File: src/rtl/aes_ctr_sequencer.sv
// aes_ctr_sequencer
// Runs AES-CTR sessions for up to NREQ requesters that share one AES core.
// A round-robin arbiter picks the next requester. The sequencer draws one
// fresh nonce for the session and issues the counter blocks
// {nonce, block_index} one at a time. When the last block comes back, it
// pulses done to the requester that owns the session.
//
// Ports:
//   clk          system clock, rising edge
//   reset        asynchronous, active-low reset
//   req          per-requester session request (level, held until done)
//   req_len      per-requester block count, requester i at [i*LEN_W +: LEN_W]
//   gnt          one-hot grant, high for the whole session
//   done         one-cycle completion pulse to the owner
//   nonce_ready  one-cycle pulse to the nonce generator's ready input
//   nonce_data   nonce generator output
//   aes_start    one-cycle pulse, aes_block valid
//   aes_block    {session nonce, block counter}
//   aes_done     one-cycle pulse from the AES core, block finished
//   last_blk     high with aes_start on the final block of the session
//   busy         high in any state other than IDLE
module aes_ctr_sequencer #(
  parameter int          NREQ     = 2,
  parameter int          LEN_W    = 16,
  parameter logic [63:0] CTR_INIT = 64'd0
) (
  input  logic                  clk,
  input  logic                  reset,
  input  logic [NREQ-1:0]       req,
  input  logic [NREQ*LEN_W-1:0] req_len,
  output logic [NREQ-1:0]       gnt,
  output logic [NREQ-1:0]       done,
  output logic                  nonce_ready,
  input  logic [63:0]           nonce_data,
  output logic                  aes_start,
  output logic [127:0]          aes_block,
  input  logic                  aes_done,
  output logic                  last_blk,
  output logic                  busy
);

  localparam int OW = (NREQ > 1) ? $clog2(NREQ) : 1;

  typedef enum logic [2:0] {IDLE, NREQ_S, NCAP, ISSUE, WAIT, FIN} state_t;

  state_t           state, state_nxt;
  logic [OW-1:0]    owner, rr, pick_idx;
  logic             pick_valid;
  logic [LEN_W-1:0] pick_len, len_q, remaining;
  logic [63:0]      nonce_q, cnt;
  logic [NREQ-1:0]  owner_oh;

  // Round-robin search: first set request at or above rr, wrapping around.
  always_comb begin
    pick_valid = 1'b0;
    pick_idx   = '0;
    for (int k = 0; k < NREQ; k++) begin
      if (!pick_valid && req[(int'(rr) + k) % NREQ]) begin
        pick_valid = 1'b1;
        pick_idx   = OW'((int'(rr) + k) % NREQ);
      end
    end
  end

  assign pick_len = req_len[pick_idx*LEN_W +: LEN_W];

  // State register
  always_ff @(posedge clk or negedge reset) begin
    if (!reset) state <= IDLE;
    else        state <= state_nxt;
  end

  // Next-state logic. A zero-length session skips the nonce draw and the
  // AES traffic, and goes straight to the completion pulse.
  always_comb begin
    state_nxt = state;
    case (state)
      IDLE:    if (pick_valid) state_nxt = (pick_len == '0) ? FIN : NREQ_S;
      NREQ_S:  state_nxt = NCAP;
      NCAP:    state_nxt = ISSUE;
      ISSUE:   state_nxt = WAIT;
      WAIT:    if (aes_done) state_nxt = (remaining == LEN_W'(1)) ? FIN : ISSUE;
      FIN:     state_nxt = IDLE;
      default: state_nxt = IDLE;
    endcase
  end

  // Session datapath. The owner and its length are captured only at grant,
  // so later changes on req/req_len cannot disturb a running session. The
  // nonce is captured in NCAP because the generator advances on the edge
  // that ends NREQ_S.
  always_ff @(posedge clk or negedge reset) begin
    if (!reset) begin
      owner     <= '0;
      rr        <= '0;
      len_q     <= '0;
      remaining <= '0;
      nonce_q   <= '0;
      cnt       <= '0;
    end else begin
      case (state)
        IDLE: begin
          if (pick_valid) begin
            owner <= pick_idx;
            len_q <= pick_len;
          end
        end
        NCAP: begin
          nonce_q   <= nonce_data;
          cnt       <= CTR_INIT;
          remaining <= len_q;
        end
        WAIT: begin
          if (aes_done) begin
            cnt       <= cnt + 64'd1;
            remaining <= remaining - LEN_W'(1);
          end
        end
        FIN: begin
          rr <= (owner == OW'(NREQ - 1)) ? '0 : owner + OW'(1);
        end
        default: ;
      endcase
    end
  end

  // Outputs are decoded from the state, so an asynchronous reset clears
  // them immediately.
  assign owner_oh    = {{(NREQ-1){1'b0}}, 1'b1} << owner;
  assign busy        = (state != IDLE);
  assign gnt         = busy ? owner_oh : '0;
  assign done        = (state == FIN) ? owner_oh : '0;
  assign nonce_ready = (state == NREQ_S);
  assign aes_start   = (state == ISSUE);
  assign last_blk    = aes_start && (remaining == LEN_W'(1));
  assign aes_block   = {nonce_q, cnt};

endmodule

File: config.mk
export PLATFORM = sky130hd
export DESIGN_NAME = aes_ctr_sequencer
export DESIGN_NICKNAME = d
export VERILOG_FILES = /design/src/rtl/aes_ctr_sequencer.sv
export SDC_FILE = /design/constraint.sdc
export NUM_CORES = 1
export LEC_CHECK = 0
export CELL_PAD_IN_SITES_DETAIL_PLACEMENT = 0
export CELL_PAD_IN_SITES_GLOBAL_PLACEMENT = 1
export CORE_UTILIZATION = 35
export CTS_CLUSTER_DIAMETER = 200
export DETAILED_ROUTE_END_ITERATION = 6
export PLACE_DENSITY_LB_ADDON = 0.1
export SLEW_MARGIN = 30
export SYNTH_ARGS = -nofsm -noshare
export SYNTH_HDL_FRONTEND = slang
export SYNTH_SLANG_ARGS = --single-unit
File: constraint.sdc
create_clock -name clk -period 3.25 [get_ports clk]
set_clock_uncertainty 0.05 [all_clocks]
set_input_delay 0.975 -clock clk [delete_from_list [all_inputs] [get_ports clk]]
set_output_delay 0.975 -clock clk [all_outputs]
set_load 0.01 [all_outputs]
Yosys cells after proc, flatten, opt, wreduce, memory -nomap -nowiden
Index checks and enable logic that the tools add are counted.

operators by class
  $add $sub $neg = 4
  order comparisons = 2
  equal/unequal tests = 8
  shift operators = 2
  muxes and demuxes = 21
  bitwise operators = 1
  reductions and logical operators = 10

operator list
  cell                                                  count
  one-hot mux 64 bit (2 select lines)                   1
  adder 64 x 1 -> 64 bit, second input constant         1
  2-to-1 mux 64 bit                                     1
  one-hot mux 16 bit (2 select lines)                   1
  variable part select 32 x 6 -> 16 bit                 1
  equality test 16 x 1 -> 1 bit, second input constant  1
  zero test 16 bit                                      1
  2-to-1 mux 16 bit                                     1
  subtractor 16 x 1 -> 16 bit, second input constant    1
  one-hot mux 3 bit (5 select lines)                    1
  2-to-1 mux 3 bit                                      4
  2-to-1 mux 1 bit                                      10
  equality test 3 x 2 -> 1 bit, second input constant   2
  equality test 3 bit, second input constant            2
  AND reduction 2 bit                                   3
  2-to-1 mux 2 bit                                      2
  != test 2 bit, second input constant                  2
  equality test 3 x 1 -> 1 bit, second input constant   1
  zero test 3 bit                                       1
  < comparator 2 x 3 -> 1 bit, second input constant    1
  nonzero test 3 bit                                    1
  adder 1 bit, second input constant                    2
  logical AND 1 bit                                     2
  < comparator 1 x 2 -> 1 bit, second input constant    1
  other kinds (4)                                       4

word-level totals
  register bits after elaboration = 165
  bits of input ports = 101
  output and inout port bits = 136
  word-level logic and storage cells = 55

Longest topological paths before layout
Gate-level depths: netlist of run 1.

  depth after elaboration = 12
  mapped depth = 8

Least setup slack after synthesis of run 1
OpenSTA, ideal clock, no wires.

  kind = reg-to-output
  start = reg remaining[7]
  end = out last_blk
  arrival = 1714 ps
  required time = 2225 ps
  slack = 511 ps
  stages on the path, launching flop included = 5
  buffers on the path = 0
  cells stage by stage = dfrtp_1 > or4_1 > nor2_1 > nand3_1 > nor3_1

on the way
  cells in the longest elaborated chain, start to end = 2

RTL lines
  item                           line  text
  from (decl)                    49    logic [LEN_W-1:0] pick_len, len_q, remaining;
  from (signal assigned)         111   remaining <= len_q;
  from (signal assigned)         116   remaining <= remaining - LEN_W'(1);
  equality test 16 x 1 -> 1 bit  135   assign last_blk = aes_start && (remaining == LEN_W'(1));
  logical AND 1 bit              135
  to (decl)                      38    output logic last_blk,

Every way passes these cells.

Final worst setup path of run 1
Ends and elaborated chain as after synthesis.

==> run metrics, run 1 <==
CP peak stage delay=560 ps; Yosys cell types=54; Clock Power Share=0.242; YS warnings=0; worst ir drop on vdd=0.000507 V; Final Hold Fails=0; vias in the first global route=7289; run status=finished with violations; Slew headroom=0.445; Cell Area, Placed=10800 um2; CP Data Required Time=2220 ps; most common cell after layout, fill and taps aside=nand2_1; max-cap viol count=0; antenna viol nets, final=0; Crit. Startpoint=remaining[7]; internal power=0.00533 W; DRT Pass-1 Iters=7; met2 Resource Use GR=0.319; dpl hpwl=16100 um; fin area=11400 um2; Max Clk Rate=318 MHz; DRT iter0 DRCs=460; post-synthesis sequential area ratio=0.519; most frequent cells in the layout=nand2_1, clkdlybuf4s50_1, dfrtp_1; mux contribution to synthesized area=0.0215; final wirelength=22900 um; Die ar.=23300 um2; Mapped Nets=1004; Comb pwr share=0.383; violated checks=design-rule violations; Synth async-reset ratio=1.00; Die Ht=153 um; Synth Area in Simple Gates=0.287; Final Cycle Share=0.969; Pleak=4.83 nW; Diodes inserted=0; Gate Count Post-Synth=900; Post-Synth Adder-Cell Area=0.00472; critical path endpoint category=primary output; nets=1244; area of the core=22000 um2; XOR/XNOR Fraction of Synth Area=0.0231; met3 usage=0.0592; clock root buffer=clkbuf_16; sw power=0.00302 W; critical path type=register to primary output; Area growth syn-to-layout=43.2%; fin crit period=3150 ps; Critical-path top delay cell=or4_4; EDFF count, synth=0; worst skew pair latency=420 ps; HP Class=input pin to asynchronous set/reset pin; fin. max-slew vios=0; Setup WS post-layout=102 ps; worst reg2reg startpoint=cnt[3]; sequential power share=0.375; first-pass GRT wire length=38100 um; Compound-Gate Fraction of Synth Area=0.114; crit path max fanout=4; RSZ-0062 raised after global routing=false; largest family of logic cells by synthesized area=simple AND/OR/NAND/NOR gates; gr busiest metal=met2; CTS tree=yes; critical path cell sequence=or4_4 -> nor2_2 -> nand3_1 -> nor3_2 -> dlygate4sd2_1; CTS clock-pin slew for the worst setup and hold paths=70 ps; Worst Setup Start Kind=register; initial antenna violation count=0; GR Util met1=0.277; initial core utilization=0.361; Placer Congestion=0.758; final setup fails=0; cts repair resizes=3; Least-Margin Pin Slew=824 ps; Remaining Overflow, GRT=0; Via density=5.14; switching share of power=0.361; synthesized area per cell=8.84 um2; largest net degree at the start of global routing=131; CTS sink cnt=165; htree depth=4; WL/cell=16.0 um; setup repair bufs after CTS=0; Port Buffer Count=236; # hold bufs at CTS=0; cell area after synthesis=7960 um2; critical path arrival=2120 ps; share of cells above drive strength 1=0.0746; I/O pin count=237; Setup WS pre-CTS=-28.7 ps; CTS buffer count=17; detailed-route DRC error count=15; CTS Buffer Depth=2; Main synth FF type=dfrtp_1; Core Rows=54; Die W=153 um; GR Util All Layers=0.204; register bit total from synthesis=165; PwrDens=733 nW/um2; routed vias=7359
==> flip-flops by register name (all words and copies together) (netlist names) <==
| signal | cells |
|---|---|
| len_q | 16 |
| remaining | 16 |
| state | 3 |
| nonce_q | 64 |
| owner | 1 |
| rr | 1 |
| cnt | 64 |
==> cell type report <==
| cell class | instances | area, um2 |
|---|---|---|
| timing repair buffer | 266 | 2660 |
| inverter | 15 | 56.3 |
| fill | 2106 | 10600 |
| clock inverter | 13 | 146 |
| multi-input combinational | 675 | 3610 |
| tap | 280 | 350 |
| sequential | 165 | 4130 |
| clock buffer | 19 | 433 |
==> worst max-delay path, delay by kind of cell (launching register included) <==
family / cells / cell delay (ps)
DFF: 1 / 400
and+or+nand+nor: 4 / 1020
buffers and inverters: 1 / 280
==> synthesized netlist by cell type (all sizes together) (9+ instances only) <==
cell    count  share of area
a21oi      60          0.038
and3       11         0.0088
buf        17          0.010
clkbuf     28          0.013
dfrtp     165           0.52
inv        15         0.0071
mux2i      16          0.020
nand2     241           0.11
nand3      36          0.023
nand4      26          0.022
nor2       54          0.025
nor3       16          0.010
nor4       20          0.017
o21ai      59          0.038
o31ai      17          0.016
or3        23          0.018
or4        21          0.021
xnor2      12          0.013
xor2        9         0.0099
==> power groups by stage <==
stage               Clock [W]  Sequential, W  Combinational (W)
CTS                   0.00208        0.00313            0.00324
global placement            0        0.00314            0.00321
floorplan                   0        0.00323            0.00152
finish                0.00202        0.00313            0.00319
global route          0.00217        0.00322            0.00356
detailed placement          0        0.00315            0.00324
==> logic make-up (layout without fill, tap and decap cells) <==
logic type,Yosys count,after routing
flip-flops,165,165
adder cells (fa/ha/maj),3,3
multiplexers,17,17
AND/OR/NAND/NOR,477,477
buffers and inverters,60,313
AO/OA/AOI/OAI,157,157
XOR/XNOR,21,21
==> stage by stage <==
| stage | instances | power [W] | util | hold slack (ps) | setup TNS, ps |
|---|---|---|---|---|---|
| 2_1_floorplan | 900 | 0.00475 | - | 395 | 0 |
| 4_1_cts | 1433 | 0.00845 | 0.517 | 381 | 0 |
| 3_3_place_gp | 1401 | 0.00635 | 0.490 | 406 | 0 |
| 3_5_place_dp | 1401 | 0.00639 | 0.490 | 412 | -43.6 |
| 5_1_grt | 1433 | 0.00894 | 0.517 | 389 | 0 |
| 6_report | 1433 | 0.00834 | 0.517 | 392 | 0 |
==> metal layers <==
layer / vias to the layer above / routed length, um
met5: - / 0
met4: 0 / 245
met3: 18 / 1830
met2: 237 / 10300
met1: 3482 / 10600
li1: 3622 / -
==> path summary, 6_finish.rpt <==
path | slack (ps) | to | cells past startpoint
hold reg to reg | 420 | nonce_q[44] | 2
hold / removal | 390 | nonce_q[30] | 1
setup / recovery | 100 | last_blk | 5
min in group clk | 420 | nonce_q[44] | 2
setup reg to reg | 720 | cnt[55] | 5
max in group asynchronous | 2050 | cnt[52] | 2
(Power assumes the default switching activity.)
==> run 2, diff against run 1 <==
--- a/config.mk
+++ b/config.mk
@@ -5,12 +5,13 @@
 export SDC_FILE = /design/constraint.sdc
 export NUM_CORES = 1
 export LEC_CHECK = 0
+export CAP_MARGIN = 20
 export CELL_PAD_IN_SITES_DETAIL_PLACEMENT = 0
 export CELL_PAD_IN_SITES_GLOBAL_PLACEMENT = 1
 export CORE_UTILIZATION = 35
 export CTS_CLUSTER_DIAMETER = 200
 export DETAILED_ROUTE_END_ITERATION = 6
-export PLACE_DENSITY_LB_ADDON = 0.1
+export PLACE_DENSITY = 0.88
 export SLEW_MARGIN = 30
 export SYNTH_ARGS = -nofsm -noshare
 export SYNTH_HDL_FRONTEND = slang
==> run metrics, run 2 (same netlist as run 1, synthesis figures left out) <==
nets=1242; Final Cycle Share=0.972; final setup fails=0; Pleak=4.80 nW; setup TNS=0 ps; cell count of the worst hold path=2; Via density=5.22; Tot Pwr=0.00828 W; Worst Setup Start Kind=register; met2 Resource Use GR=0.324; WL/cell=15.7 um; largest net degree at the start of global routing=91; setup repair bufs after CTS=0; I/O pin count=237; GR Util met1=0.260; GR Util All Layers=0.197; fin crit period=3160 ps; number of fillers in the final layout=2041; CTS clock-pin slew for the worst setup and hold paths=60 ps; initial antenna violation count=0; Die ar.=23300 um2; CTS Buffer Depth=2; final wirelength=22500 um; area of the core=22000 um2; clock root buffer=clkbuf_16; Remaining Overflow, GRT=0; CTS tree=yes; critical path type=register to primary output; Final Hold Fails=0; R2R cell count=5; worst skew pair latency=420 ps; CTS buffer count=17; Crit. Startpoint=remaining[7]; first-pass GRT wire length=37200 um; Area growth syn-to-layout=42.6%; Max Clk Rate=317 MHz; critical path endpoint category=primary output; critical path arrival=2130 ps; detailed-route DRC error count=13; Die Ht=153 um; met3 usage=0.0458; share of cells above drive strength 1=0.0712; HP Class=register to register; Min Hold Slack=421 ps; biggest regs=cnt: 64 flops, nonce_q: 64 flops; most common cell after layout, fill and taps aside=nand2_1; Least-Margin Pin Slew=754 ps; gr busiest metal=met2; fin. max-slew vios=0; CP Data Required Time=2220 ps; worst reg2reg startpoint=cnt[3]; CTS sink cnt=165; Slew headroom=0.493; crit path max fanout=4; htree depth=4; Core Rows=54; Placer Congestion=0.854; hold path start=nonce_q[60]; Diodes inserted=0; routed vias=7476; PwrDens=730 nW/um2; vias in the first global route=7136; violated checks=design-rule violations; dpl hpwl=16200 um; most frequent cells in the layout=nand2_1, clkdlybuf4s50_1, dfrtp_1; RSZ-0062 raised after global routing=false; Die W=153 um; Port Buffer Count=236; initial core utilization=0.361; DRT iter0 DRCs=483; worst ir drop on vdd=0.000436 V; run status=finished with violations; antenna viol nets, final=0; DRT Pass-1 Iters=7; max-cap viol count=0
-- run 2: cell count changes in the layout (fill, tap and decap cells not counted), moves of 2 or more --
cell	before	now
clkinv_2	2	0
clkinvlp_4	2	5
nor3_1	14	16
nor3_2	2	0
buf_12	6	4
-- run 2: final cells by class --
class | instances | area [um2] | area share
multi-input cells | 675 | 3600 | 0.317
repair buffers | 264 | 2630 | 0.231
inverters | 15 | 56.3 | 0.00496
flip-flops and latches | 165 | 4130 | 0.364
clock buffers | 19 | 433 | 0.0382
clock inverters | 13 | 150 | 0.0132
well taps | 280 | 350 | 0.0309
-- run 2: through the flow --
step | utilization | setup WS (ps) | cells | instance area (um2)
after floorplan | - | 511 | 900 | 7960
after global placement | 0.488 | 50.3 | 1399 | 10800
after detailed placement | 0.488 | 32.9 | 1399 | 10800
after CTS | 0.515 | 16.3 | 1431 | 11300
after global routing | 0.515 | 2.10 | 1431 | 11300
final | 0.515 | 91.1 | 1431 | 11300
-- run 2: where the power goes --
| group | switching, W | leakage, nW | internal, W | total [W] |
|---|---|---|---|---|
| logic | 0.00165 | 2.40 | 0.00146 | 0.00311 |
| registers | 0.000444 | 2.13 | 0.00269 | 0.00313 |
| clock network | 0.000887 | 0.267 | 0.00114 | 0.00203 |
-- run 2: final timing paths --
path / end / slack, ps
max: last_blk / 90
min in group asynchronous: nonce_q[20] / 490
max in group asynchronous: cnt[24] / 1950
min: nonce_q[60] / 420
min reg2reg: nonce_q[60] / 420
max reg2reg: cnt[59] / 710
-- run 2: layer usage --
metal,share of wire,wire length [um]
met2,0.48,10700
met4,0.011,248
met1,0.45,9990
met5,0,0
met3,0.067,1500
-- run 2: what timing repair did --
item / CTS / global route
endpoints found under the setup margin: 1 / 1
pin swaps: 0 / 0
gates resized for setup: 1 / 2
hold buffers: 0 / 0
-- run 2: worst max-delay path: stages, from the launching register on --
cell           delay (ps)
dfrtp_1               400
or4_4                 560
nor2_1                160
nand3_1               130
nor3_1                160
dlygate4sd2_1         310
